===== src/rtl/ysyx_24090012_ifu_if.sv =====
// Fetch-side bundle: instruction memory port, decode handoff and EXU retire feedback.
// Performance counter signals exist only when IFU_PERF_CNT_EN is defined.
interface ysyx_24090012_ifu_if;
  logic        imem_req_valid;
  logic        imem_req_ready;
  logic [31:0] imem_req_addr;
  logic        imem_rsp_valid;
  logic [31:0] imem_rsp_data;
  logic        imem_rsp_err;
  logic        inst_valid;
  logic        inst_ready;
  logic [31:0] inst;
  logic [31:0] inst_pc;
  logic        ex_done;
  logic [31:0] next_pc;
  logic        fetch_fault;
`ifdef IFU_PERF_CNT_EN
  logic [31:0] perf_fetch_cnt;
  logic [31:0] perf_stall_cnt;
`endif

  modport master (
    output imem_req_valid, imem_req_addr, inst_valid, inst, inst_pc, fetch_fault,
`ifdef IFU_PERF_CNT_EN
    output perf_fetch_cnt, perf_stall_cnt,
`endif
    input  imem_req_ready, imem_rsp_valid, imem_rsp_data, imem_rsp_err,
    input  inst_ready, ex_done, next_pc
  );

  modport slave (
    input  imem_req_valid, imem_req_addr, inst_valid, inst, inst_pc, fetch_fault,
`ifdef IFU_PERF_CNT_EN
    input  perf_fetch_cnt, perf_stall_cnt,
`endif
    output imem_req_ready, imem_rsp_valid, imem_rsp_data, imem_rsp_err,
    output inst_ready, ex_done, next_pc
  );
endinterface


===== src/rtl/ysyx_24090012_ifu.sv =====
// Non-pipelined instruction fetch unit: owns the PC, fetches one instruction, hands it to decode,
// then waits for retire. Optional performance counters are enabled with IFU_PERF_CNT_EN.
module ysyx_24090012_ifu #(
  parameter logic [31:0] RESET_PC = 32'h8000_0000
) (
  input logic                  clk,
  input logic                  rst,
  ysyx_24090012_ifu_if.master  bus
);

  typedef enum logic [2:0] {
    BOOT  = 3'd0,
    REQ   = 3'd1,
    WAIT  = 3'd2,
    HOLD  = 3'd3,
    EXEC  = 3'd4,
    FAULT = 3'd5
  } state_t;

  state_t      state_r;
  state_t      state_nxt_s;
  logic [31:0] pc_r;
  logic [31:0] inst_r;
  logic        fault_r;
  logic        pc_load_s;
  logic        inst_load_s;
  logic        fault_set_s;

  // State register plus PC, instruction and sticky fault capture.
  always_ff @(posedge clk or posedge rst) begin
    if (rst) begin
      state_r <= BOOT;
      pc_r    <= RESET_PC;
      inst_r  <= 32'h0000_0000;
      fault_r <= 1'b0;
    end else begin
      state_r <= state_nxt_s;
      if (pc_load_s) begin
        pc_r <= bus.next_pc;
      end
      if (inst_load_s) begin
        inst_r <= bus.imem_rsp_data;
      end
      if (fault_set_s) begin
        fault_r <= 1'b1;
      end
    end
  end

  // Next-state and load strobes; each input is only looked at in the state that owns it.
  always_comb begin
    state_nxt_s = state_r;
    pc_load_s   = 1'b0;
    inst_load_s = 1'b0;
    fault_set_s = 1'b0;
    case (state_r)
      BOOT: begin
        state_nxt_s = REQ;
      end
      REQ: begin
        if (bus.imem_req_ready) begin
          state_nxt_s = WAIT;
        end else begin
          state_nxt_s = REQ;
        end
      end
      WAIT: begin
        if (bus.imem_rsp_valid) begin
          if (bus.imem_rsp_err) begin
            fault_set_s = 1'b1;
            state_nxt_s = FAULT;
          end else begin
            inst_load_s = 1'b1;
            state_nxt_s = HOLD;
          end
        end else begin
          state_nxt_s = WAIT;
        end
      end
      HOLD: begin
        if (bus.inst_ready) begin
          state_nxt_s = EXEC;
        end else begin
          state_nxt_s = HOLD;
        end
      end
      EXEC: begin
        if (bus.ex_done) begin
          pc_load_s   = 1'b1;
          state_nxt_s = REQ;
        end else begin
          state_nxt_s = EXEC;
        end
      end
      FAULT: begin
        state_nxt_s = FAULT;
      end
      default: begin
        state_nxt_s = BOOT;
      end
    endcase
  end

  // Valids are pure state decodes, so reset drops them without waiting for a clock edge.
  assign bus.imem_req_valid = (state_r == REQ);
  assign bus.imem_req_addr  = pc_r;
  assign bus.inst_valid     = (state_r == HOLD);
  assign bus.inst           = inst_r;
  assign bus.inst_pc        = pc_r;
  assign bus.fetch_fault    = fault_r;

`ifdef IFU_PERF_CNT_EN
  logic [31:0] perf_fetch_r;
  logic [31:0] perf_stall_r;
  logic        fetch_hs_s;
  logic        stall_s;

  function automatic logic [31:0] sat_inc(input logic [31:0] value);
    if (value == 32'hFFFF_FFFF) begin
      sat_inc = value;
    end else begin
      sat_inc = value + 32'd1;
    end
  endfunction

  // Event decode for the counters: decode handshake and memory-wait cycles.
  always_comb begin
    fetch_hs_s = 1'b0;
    stall_s    = 1'b0;
    if ((state_r == HOLD) && bus.inst_ready) begin
      fetch_hs_s = 1'b1;
    end else begin
      fetch_hs_s = 1'b0;
    end
    if (((state_r == REQ) && !bus.imem_req_ready) ||
        ((state_r == WAIT) && !bus.imem_rsp_valid)) begin
      stall_s = 1'b1;
    end else begin
      stall_s = 1'b0;
    end
  end

  // Saturating counters, cleared only by reset.
  always_ff @(posedge clk or posedge rst) begin
    if (rst) begin
      perf_fetch_r <= 32'd0;
      perf_stall_r <= 32'd0;
    end else begin
      if (fetch_hs_s) begin
        perf_fetch_r <= sat_inc(perf_fetch_r);
      end
      if (stall_s) begin
        perf_stall_r <= sat_inc(perf_stall_r);
      end
    end
  end

  assign bus.perf_fetch_cnt = perf_fetch_r;
  assign bus.perf_stall_cnt = perf_stall_r;
`endif

endmodule


===== src/flat_wrapper.sv =====
// flat-port wrapper written by rule: the top's interface ports become plain ports
module ysyx_24090012_ifu_flat 
#(
  parameter logic [31:0] RESET_PC = 32'h8000_0000
)
  (clk, rst, bus_imem_req_valid, bus_imem_req_addr, bus_inst_valid, bus_inst, bus_inst_pc, bus_fetch_fault, bus_imem_req_ready, bus_imem_rsp_valid, bus_imem_rsp_data, bus_imem_rsp_err, bus_inst_ready, bus_ex_done, bus_next_pc);
  ysyx_24090012_ifu_if bus_i ();
  input logic clk;
  input logic rst;
  output wire logic [$bits(bus_i.imem_req_valid)-1:0] bus_imem_req_valid;
  output wire logic [$bits(bus_i.imem_req_addr)-1:0] bus_imem_req_addr;
  output wire logic [$bits(bus_i.inst_valid)-1:0] bus_inst_valid;
  output wire logic [$bits(bus_i.inst)-1:0] bus_inst;
  output wire logic [$bits(bus_i.inst_pc)-1:0] bus_inst_pc;
  output wire logic [$bits(bus_i.fetch_fault)-1:0] bus_fetch_fault;
  input wire logic [$bits(bus_i.imem_req_ready)-1:0] bus_imem_req_ready;
  input wire logic [$bits(bus_i.imem_rsp_valid)-1:0] bus_imem_rsp_valid;
  input wire logic [$bits(bus_i.imem_rsp_data)-1:0] bus_imem_rsp_data;
  input wire logic [$bits(bus_i.imem_rsp_err)-1:0] bus_imem_rsp_err;
  input wire logic [$bits(bus_i.inst_ready)-1:0] bus_inst_ready;
  input wire logic [$bits(bus_i.ex_done)-1:0] bus_ex_done;
  input wire logic [$bits(bus_i.next_pc)-1:0] bus_next_pc;
  assign bus_imem_req_valid = bus_i.imem_req_valid;
  assign bus_imem_req_addr = bus_i.imem_req_addr;
  assign bus_inst_valid = bus_i.inst_valid;
  assign bus_inst = bus_i.inst;
  assign bus_inst_pc = bus_i.inst_pc;
  assign bus_fetch_fault = bus_i.fetch_fault;
  assign bus_i.imem_req_ready = bus_imem_req_ready;
  assign bus_i.imem_rsp_valid = bus_imem_rsp_valid;
  assign bus_i.imem_rsp_data = bus_imem_rsp_data;
  assign bus_i.imem_rsp_err = bus_imem_rsp_err;
  assign bus_i.inst_ready = bus_inst_ready;
  assign bus_i.ex_done = bus_ex_done;
  assign bus_i.next_pc = bus_next_pc;
  ysyx_24090012_ifu #(.RESET_PC(RESET_PC)) u_core (.clk(clk), .rst(rst), .bus(bus_i));
endmodule

===== config.mk =====
export PLATFORM = sky130hd
export DESIGN_NAME = ysyx_24090012_ifu_flat
export DESIGN_NICKNAME = d
export VERILOG_FILES = /design/src/rtl/ysyx_24090012_ifu_if.sv /design/src/rtl/ysyx_24090012_ifu.sv /design/src/flat_wrapper.sv
export SDC_FILE = /design/constraint.sdc
export NUM_CORES = 1
export LEC_CHECK = 0
export ABC_AREA = 1
export BUFFER_PORTS_ARGS = -buffer_cell sky130_fd_sc_hd__buf_2
export CAP_MARGIN = 20
export CORE_ASPECT_RATIO = 1.2
export CORE_MARGIN = 2
export CORE_UTILIZATION = 48
export DETAILED_ROUTE_END_ITERATION = 10
export MAX_ROUTING_LAYER = met4
export PLACE_DENSITY = 0.95
export SLEW_MARGIN = 20
export SYNTH_ARGS = -nofsm -noshare
export SYNTH_HDL_FRONTEND = slang
export SYNTH_SLANG_ARGS = --single-unit

===== constraint.sdc =====
create_clock -name clk -period 3.6 [get_ports clk]
set_input_delay 0.72 -clock clk [delete_from_list [all_inputs] [get_ports clk]]
set_output_delay 0.72 -clock clk [all_outputs]
set_load 0.05 [all_outputs]

==> summary.md, run 1 <==
| Metric | Value |
|---|---|
| CTS tree | `built` |
| Worst R2R Start | `u_core.state_r[0]` |
| FMAX | `between 0.4 and 0.5 GHz` |
| Initial antenna violation count | `0` |
| Top-count cell post-synth | `nand2_1` |
| Hold buffer count at cts | `0` |
| Area grow syn2layout | `26.0%` |
| Hold Vio Cnt, Final | `0` |
| DIE HEIGHT | `roughly 90 um` |
| First-pass GRT wire length | `between 10 and 15 mm` |
| Crit Reg-Reg Endpoint | `u_core.bus.inst[6]` |
| CTS buffer count | `9` |
| Clock Latency Late Sink | `around 0.32 ns` |
| Worst relative slew slack | `between 40% and 50%` |
| Sinks on Clock Net | `68` |
| Bufs and invs on worst path | `1` |
| Post-synth ARST share | `between 90% and 100%` |
| Slew @ Worst Pin | `about 0.76 ns` |
| Slew Limit Fails | `0` |
| Post-synth cell types | `20` |
| H-tree Lvls | `3` |
| WL/cell | `12.1 um` |
| Initial Util | `49.9%` |
| Synth top area cells | `dfrtp_1 (55%), nand2_1 (13%), buf_4 (9.1%), nand3_1 (5.8%), inv_1 (4.8%)` |
| Post-CTS Setup Inserts | `0` |
| Post-synth EDFFs | `0` |
| HP Class | `register to register` |
| Worst-path fanout max | `6` |
| Routability congestion estimate from global placement | `between 0.7 and 0.8` |
| Cell taking the most area after synthesis | `dfrtp_1` |
| HPWL after detailed placement | `slightly above 5 mm` |
| Die area | `approximately 0.007 mm2` |
| Setup violators final | `0` |
| Reg clk slew, reported paths | `0.07 ns` |
| Final period utilization | `59.4%` |
| Mapped Cells | `roughly 340` |
| Vias after detailed routing | `2641` |
| End of the critical path | `bus_imem_req_valid` |
| CP Capture Type | `output port` |
| CTS max path bufs | `2` |
| Vias per cell | `~4.7` |
| Mapped cell area | `just over 0.003 mm2` |
| Cts repair resizes | `0` |
| Status | `completed` |
| Pre-antenna DRT Iters | `4` |
| GRT Util Overall | `between 10% and 20%` |
| Largest net degree at the start of global routing | `66` |
| Commonest cells post-synth | `nand2_1 (107), dfrtp_1 (67), inv_1 (39), buf_4 (37), nand3_1 (35)` |
| RSZ-0062 raised after global routing | `false` |
| Post-Route WL | `6.81 mm` |
| Max stage delay cell, worst path | `dfrtp_1` |
| Crit-path leading delay family | `flip-flops` |
| # IOs | `170` |
| Share of the synthesized area in the top cell type | `between 50 and 60%` |
| Port Buffers | `around 170` |
| Core area | `between 0.006 and 0.007 mm2` |
| Setup slack, reg-to-reg | `1.65 ns` |
| CP Depth | `2` |
| Final TNS setup | `0 ns` |
| Initial DRC Count | `121` |
| CP startpoint kind | `register` |
| Critical Path AT | `1.42 ns` |
| Main synth FF type | `dfrtp_1` |
| Fin crit period | `2.14 ns` |
| Final nets | `between 500 and 600` |
| CP cell instances | `nor3_1 -> buf_2` |
| Max-cap violation count | `0` |
| CTS Root Cell | `clkbuf_8` |
| Ant. Diodes | `0` |
| Synthesis Warnings | `0` |
| Share of cells above drive strength 1 | `between 40% and 50%` |
| Worst r2r path cells | `6` |
| Hold Crit Start | `u_core.bus.inst[8]` |
| WS Path Type | `register to output port` |
| Overflow after GRT | `0` |
| Register area share after synthesis | `56.0%` |
| Vias in the first global route | `2456` |
| Row count | `31` |
| FF+latch count, synth | `68` |
| ANT nets after route | `0` |
| Syn avg cell area | `between 8 and 9 um2` |
| CP startpoint | `u_core.state_r[2]` |
| Syn_nets | `roughly 410` |
| Die width | `about 77 um` |
| Max Clock Skew | `between 0.007 and 0.008 ns` |
| Worst EP required | `2.88 ns` |
| Post-route DRC | `0` |
| Slowest stage delay, CP | `about 0.47 ns` |
==> kinds of logic after synthesis <==
| logic type | after synthesis | share of synthesized area (%) |
|---|---|---|
| AO/OA/AOI/OAI | 34 | 5.72 |
| buffers and inverters | 87 | 17.0 |
| flip-flops | 68 | 56.0 |
| AND/OR/NAND/NOR | 153 | 21.3 |
==> worst register-to-register path, stage by stage (launching register included) <==
cell     delay (ns)
dfrtp_1        0.43
inv_1          0.12
nand2_2        0.07
nor2_4         0.59
nand2_4        0.38
nand2_1        0.17
nand2_1        0.07
==> layer usage <==
layer	vias up	global-route usage [%]	routed length, um
met2	124	34.9	3450
met1	1204	21.1	2770
li1	1298	-	-
met4	0	9.09	157
met5	-	-	0
met3	15	4.08	436
==> placed cells by master (no fill, tap or decap) <==
master    instances
o21ai_0          26
nand3_1          35
nand2_1         107
buf_4             3
o21ai_1           7
nand2_2           1
nand4_1           1
clkinv_2          2
nor3_1            1
buf_2           169
buf_12            1
a211o_1           1
dfrtp_1          67
inv_2             1
nand2_4           1
inv_1            38
dfstp_2           1
nand3_2           1
nor2_4            1
nor2_1            4
nor2_2            1
clkbuf_1          2
clkbuf_8         11
==> state kept, by name, summed over array words and instances, names as in the netlist <==
| register | cells |
|---|---|
| u_core.state_r | 3 |
| u_core.bus.inst | 32 |
| u_core.bus.fetch_fault | 1 |
| u_core.bus.imem_req_addr | 32 |
==> how the worst min path moves through the flow <==
stage                          end  slack (ns)  cells past startpoint
3_3_place_gp   u_core.bus.inst[10]        0.45                      2
4_1_cts        u_core.bus.inst[18]        0.47                      2
2_1_floorplan    u_core.state_r[2]        0.57                      2
6_report        u_core.bus.inst[8]        0.47                      2
3_5_place_dp   u_core.bus.inst[18]        0.45                      2
5_1_grt         u_core.bus.inst[3]        0.49                      2
==> layout make-up <==
cell class                 instances  area (um2)
clock buffer                      13         159
clock inverter                     2        10.0
fill                             495        2260
inverter                          39         146
multi-input combinational        187         822
sequential                        68        1700
tap                               82         103
timing repair buffer             173         888
==> through the flow <==
stage               hold WS [ns]  setup WS (ns)  cell area (um2)  util [%]  cells
global placement           0.450           1.52             3640      59.8    548
CTS                        0.471           1.44             3810      62.6    563
finish                     0.468           1.46             3830      62.9    564
detailed placement         0.454           1.39             3640      59.8    548
floorplan                  0.571           1.17             3040         -    342
global route               0.494           1.37             3830      62.9    564
Power of run 1 is left out: the tool's default activity adds up to more than one toggle a clock period on the data nets, which glitch-free logic cannot reach.
==> inputs of run 2 (changes only) <==
CORE_UTILIZATION = 44   (was 48)
PLACE_DENSITY = 0.89   (was 0.95)
clock period = 2.25 ns   (was 3.6 ns; I/O delays follow)
==> summary.md, run 2 (synthesis results as in run 1) <==
| Metric | Value |
|---|---|
| Status | `completed` |
| Vias per cell | `roughly 4.6` |
| CTS tree | `built` |
| CTS buffer count | `9` |
| Die width | `between 70 and 80 um` |
| Worst r2r path cells | `6` |
| FMAX | `between 0.5 and 0.6 GHz` |
| Clock Latency Late Sink | `around 0.33 ns` |
| H-tree Lvls | `3` |
| Largest net degree at the start of global routing | `69` |
| Initial antenna violation count | `0` |
| GRT Util Overall | `18.3%` |
| ANT nets after route | `0` |
| Post-CTS Setup Inserts | `0` |
| Ant. Diodes | `0` |
| Pre-antenna DRT Iters | `4` |
| HPWL after detailed placement | `slightly below 5 mm` |
| # IOs | `170` |
| RSZ-0062 raised after global routing | `false` |
| Routability congestion estimate from global placement | `roughly 0.76` |
| Non-Filler Instances | `569` |
| Reg clk slew, reported paths | `~0.070 ns` |
| CP startpoint kind | `register` |
| Final TNS setup | `0 ns` |
| Port Buffers | `around 170` |
| Post-Route WL | `about 6.6 mm` |
| Worst relative slew slack | `~64%` |
| Row count | `33` |
| CP Depth | `2` |
| Hold buffer count at cts | `0` |
| Placed insts | `~560` |
| Reg area | `around 0.0017 mm2` |
| Max stage delay cell, worst path | `dfrtp_1` |
| Max Clock Skew | `roughly 0.011 ns` |
| Leading cell type in the layout, fill and taps excluded | `buf_2` |
| WS Path Type | `register to output port` |
| Vias in the first global route | `2430` |
| Sinks on Clock Net | `68` |
| Worst-path fanout max | `6` |
| Slew @ Worst Pin | `approximately 0.53 ns` |
| Cts repair resizes | `0` |
| CTS Root Cell | `clkbuf_8` |
| DIE HEIGHT | `around 95 um` |
| WL/cell | `11.6 um` |
| Bufs and invs on worst path | `1` |
| Core area | `approximately 0.0068 mm2` |
| Initial Util | `44.9%` |
| Slowest stage delay, CP | `roughly 0.47 ns` |
| CTS max path bufs | `2` |
| Critical Path AT | `about 1.4 ns` |
| Fill count | `just under 600` |
| Hold Vio Cnt, Final | `0` |
| Area grow syn2layout | `27.2%` |
| Final nets | `550` |
| Initial DRC Count | `between 80 and 90` |
| Worst EP required | `approximately 1.8 ns` |
| Vias after detailed routing | `2602` |
| Overflow after GRT | `0` |
| Fin crit period | `around 1.8 ns` |
| Max-cap violation count | `0` |
| CP Capture Type | `output port` |
| Multi-input logic area | `822 um2` |
| HP Class | `primary input to async pin` |
| Final period utilization | `~80%` |
| CP cell instances | `nor3_1 -> buf_2` |
| First-pass GRT wire length | `around 10 mm` |
| Share of cells above drive strength 1 | `between 40% and 50%` |
| Commonest cells after routing, fill and taps aside | `buf_2 (169), nand2_1 (107), dfrtp_1 (67)` |
| Die area | `between 0.007 and 0.008 mm2` |
| Setup violators final | `0` |
| Crit-path leading delay family | `flip-flops` |
| Post-route DRC | `0` |
| Slew Limit Fails | `0` |
run 2: cell count changes in the layout (fill, tap and decap cells not counted), sizes merged:
cell    previous run  this run
buf              173       174
clkbuf            13        12
clkinv             2         1
bufinv             0         1
run 2: worst min-delay path, cell delays in order:
cell and delay (ns):
buf_2 0.10, inv_2 0.06, buf_12 0.31
run 2: final timing paths:
kind	startpoint	end	slack (ns)
hold / removal	rst	u_core.bus.imem_req_addr[17]	0.19
hold reg to reg	u_core.bus.inst[4]	u_core.bus.inst[4]	0.46
min in group clk	bus_next_pc[31]	u_core.bus.imem_req_addr[31]	0.33
setup reg to reg	u_core.state_r[0]	u_core.bus.inst[20]	0.64
setup / recovery	u_core.state_r[2]	bus_imem_req_valid	0.44
max in group asynchronous	rst	u_core.bus.imem_req_addr[31]	1.76
run 2: layout make-up:
| type | count | share of cell area (%) |
|---|---|---|
| repair buffers | 174 | 23.2 |
| clock buffers | 12 | 4.01 |
| well taps | 87 | 2.82 |
| inverters | 39 | 3.79 |
| multi-input cells | 187 | 21.3 |
| flip-flops and latches | 68 | 44.0 |
| clock inverters | 2 | 0.906 |
run 2: per-layer routing:
metal,up-vias,part of all wire [%],track usage (%)
li1,1293,-,-
met1,1167,40,18.9
met2,127,50,31.6
met3,15,7.9,5.78
met4,0,2.2,8.62
met5,-,0,-
run 2: metrics by stage:
stage	util [%]	instance area [um2]	setup WS, ns	hold WS, ns
finish	57.1	3870	0.442	0.187
global route	57.1	3870	0.280	0.174
CTS	57.1	3870	0.407	0.183
detailed placement	54.3	3680	0.639	0.454
global placement	54.3	3680	0.764	0.445
floorplan	-	3040	0.0901	0.558
Power of run 2 is left out for the same reason.
==> inputs of run 3 (changes only) <==
CORE_UTILIZATION = 40   (was 44)
PLACE_DENSITY = 0.85   (was 0.89)
clock period = 1.6 ns   (was 2.25 ns; I/O delays follow)
==> summary.md, run 3 (synthesis results as in run 1) <==
| Metric | Value |
|---|---|
| Status | `completed` |
| Vias in the first global route | `2509` |
| RSZ-0062 raised after global routing | `true` |
| Max Clock Skew | `approximately 0.0089 ns` |
| Crit-path leading delay family | `flip-flops` |
| Leading cell type in the layout, fill and taps excluded | `buf_2` |
| Commonest cells after routing, fill and taps aside | `buf_2 (167), nand2_1 (107), dfrtp_1 (65)` |
| # IOs | `170` |
| Post-route worst hold slack | `0.0578 ns` |
| Worst EP required | `between 1 and 1.5 ns` |
| Core Util, Final | `53.9%` |
| Slew @ Worst Pin | `between 0.3 and 0.4 ns` |
| Hold Vio Cnt, Final | `0` |
| Vias per cell | `roughly 4.5` |
| Post-Route WL | `6.74 mm` |
| Share of cells above drive strength 1 | `41.7%` |
| Setup slack, reg-to-reg | `0.27 ns` |
| Hold buffer count at cts | `0` |
| Crit Reg-Reg Endpoint | `u_core.bus.imem_req_addr[18]` |
| Worst R2R Start | `u_core.state_r[1]` |
| Final nets | `555` |
| DIE HEIGHT | `99.5 um` |
| Largest net degree at the start of global routing | `~70` |
| FMAX | `approximately 0.65 GHz` |
| Area grow syn2layout | `29.8%` |
| Fill count | `720` |
| Initial DRC Count | `between 70 and 80` |
| Pre-antenna DRT Iters | `4` |
| Core area | `about 0.0073 mm2` |
| Worst-path fanout max | `6` |
| CTS buffer count | `9` |
| CTS Root Cell | `clkbuf_8` |
| GRT Util Overall | `approximately 17%` |
| CP Capture Type | `output port` |
| Post-route DRC | `0` |
| Max-cap violation count | `0` |
| Vias after detailed routing | `2630` |
| ANT nets after route | `0` |
| Critical Path AT | `1.21 ns` |
| CP cell instances | `nor3_4 -> buf_6` |
| Die area | `roughly 0.0083 mm2` |
| Initial Util | `between 40% and 50%` |
| Max stage delay cell, worst path | `dfrtp_2` |
| WL/cell | `11.6 um` |
| Setup violators final | `0` |
| H-tree Lvls | `3` |
| Reg clk slew, reported paths | `approximately 0.07 ns` |
| Overflow after GRT | `0` |
| CTS max path bufs | `2` |
| Worst r2r path cells | `6` |
| CP startpoint kind | `register` |
| Slew Limit Fails | `0` |
| HP Class | `primary input to async pin` |
| Reg area | `0.00171 mm2` |
| First-pass GRT wire length | `between 10 and 15 mm` |
| Bufs and invs on worst path | `1` |
| Worst relative slew slack | `around three quarters` |
| Slowest stage delay, CP | `around 0.48 ns` |
| Clock Latency Late Sink | `about 0.32 ns` |
| Sinks on Clock Net | `68` |
| Multi-input logic area | `~840 um2` |
| WS Path Type | `register to output port` |
| CTS tree | `built` |
| Initial antenna violation count | `1` |
| Routability congestion estimate from global placement | `0.752` |
| Fin crit period | `~1.5 ns` |
| Die width | `approximately 84 um` |
| HPWL after detailed placement | `4.93 mm` |
| Final period utilization | `between 90% and 100%` |
| Row count | `34` |
| Port Buffers | `between 150 and 200` |
[run 3: changes by cell type in the layout (fill, tap and decap cells not counted), sizes merged]
| cell | delta |
|---|---|
| bufinv | -1 |
| diode | +1 |
| inv | -1 |
| buf | +5 |
| clkinvlp | +1 |
| clkbuf | +3 |
[run 3: worst max-delay path by stage]
stage / startpoint / to / slack, ns / depth (start not counted)
detailed placement: u_core.state_r[0] / bus_imem_req_valid / 0.28 / 3
global placement: u_core.state_r[1] / bus_inst_valid / 0.32 / 3
floorplan: u_core.state_r[1] / u_core.state_r[0] / 0.01 / 6
CTS: u_core.state_r[0] / bus_imem_req_valid / 0.009 / 3
finish: u_core.state_r[2] / bus_imem_req_valid / 0.07 / 2
global route: u_core.state_r[2] / bus_imem_req_valid / -0.006 / 2
[run 3: final cells by class]
| type | count | share of cell area (%) |
|---|---|---|
| Clock inverter | 1 | 0.127 |
| Multi-Input combinational cell | 187 | 21.2 |
| Clock buffer | 15 | 4.47 |
| Antenna cell | 1 | 0.0634 |
| Inverter | 39 | 3.80 |
| Timing Repair Buffer | 179 | 24.3 |
| Tap cell | 90 | 2.85 |
| Sequential cell | 68 | 43.2 |
[run 3: routing by layer]
metal / GRT usage [%] / vias up / wire length [um]
met3: 4.90 / 15 / 534
met4: 6.70 / 0 / 127
met5: - / - / 0
met1: 18.6 / 1184 / 2730
met2: 28.9 / 118 / 3340
li1: - / 1313 / -
[run 3: worst reg2reg max path: stages, from the launching register on]
cell and delay, ns:
dfrtp_2 0.45, buf_4 0.15, nor2_1 0.12, nand3_2 0.10
buf_12 0.19, nand2_1 0.10, o21ai_0 0.08
[run 3: metrics by stage]
step,cells,worst slack (ns),TNS [ns],area (um2)
after floorplan,342,0.00968,0,3050
after global placement,559,0.322,0,3710
after detailed placement,559,0.280,0,3710
after CTS,577,0.00875,0,3920
after global routing,580,-0.00646,-0.00646,3950
final,580,0.0657,0,3950
[run 3: what timing repair did]
item,4_1_cts,5_1_grt
pin swaps,1,1
resized for setup,6,3
endpoints found under the setup margin,2,2
gates cloned,0,0
setup buffers,2,2
Power of run 3 is left out for the same reason.
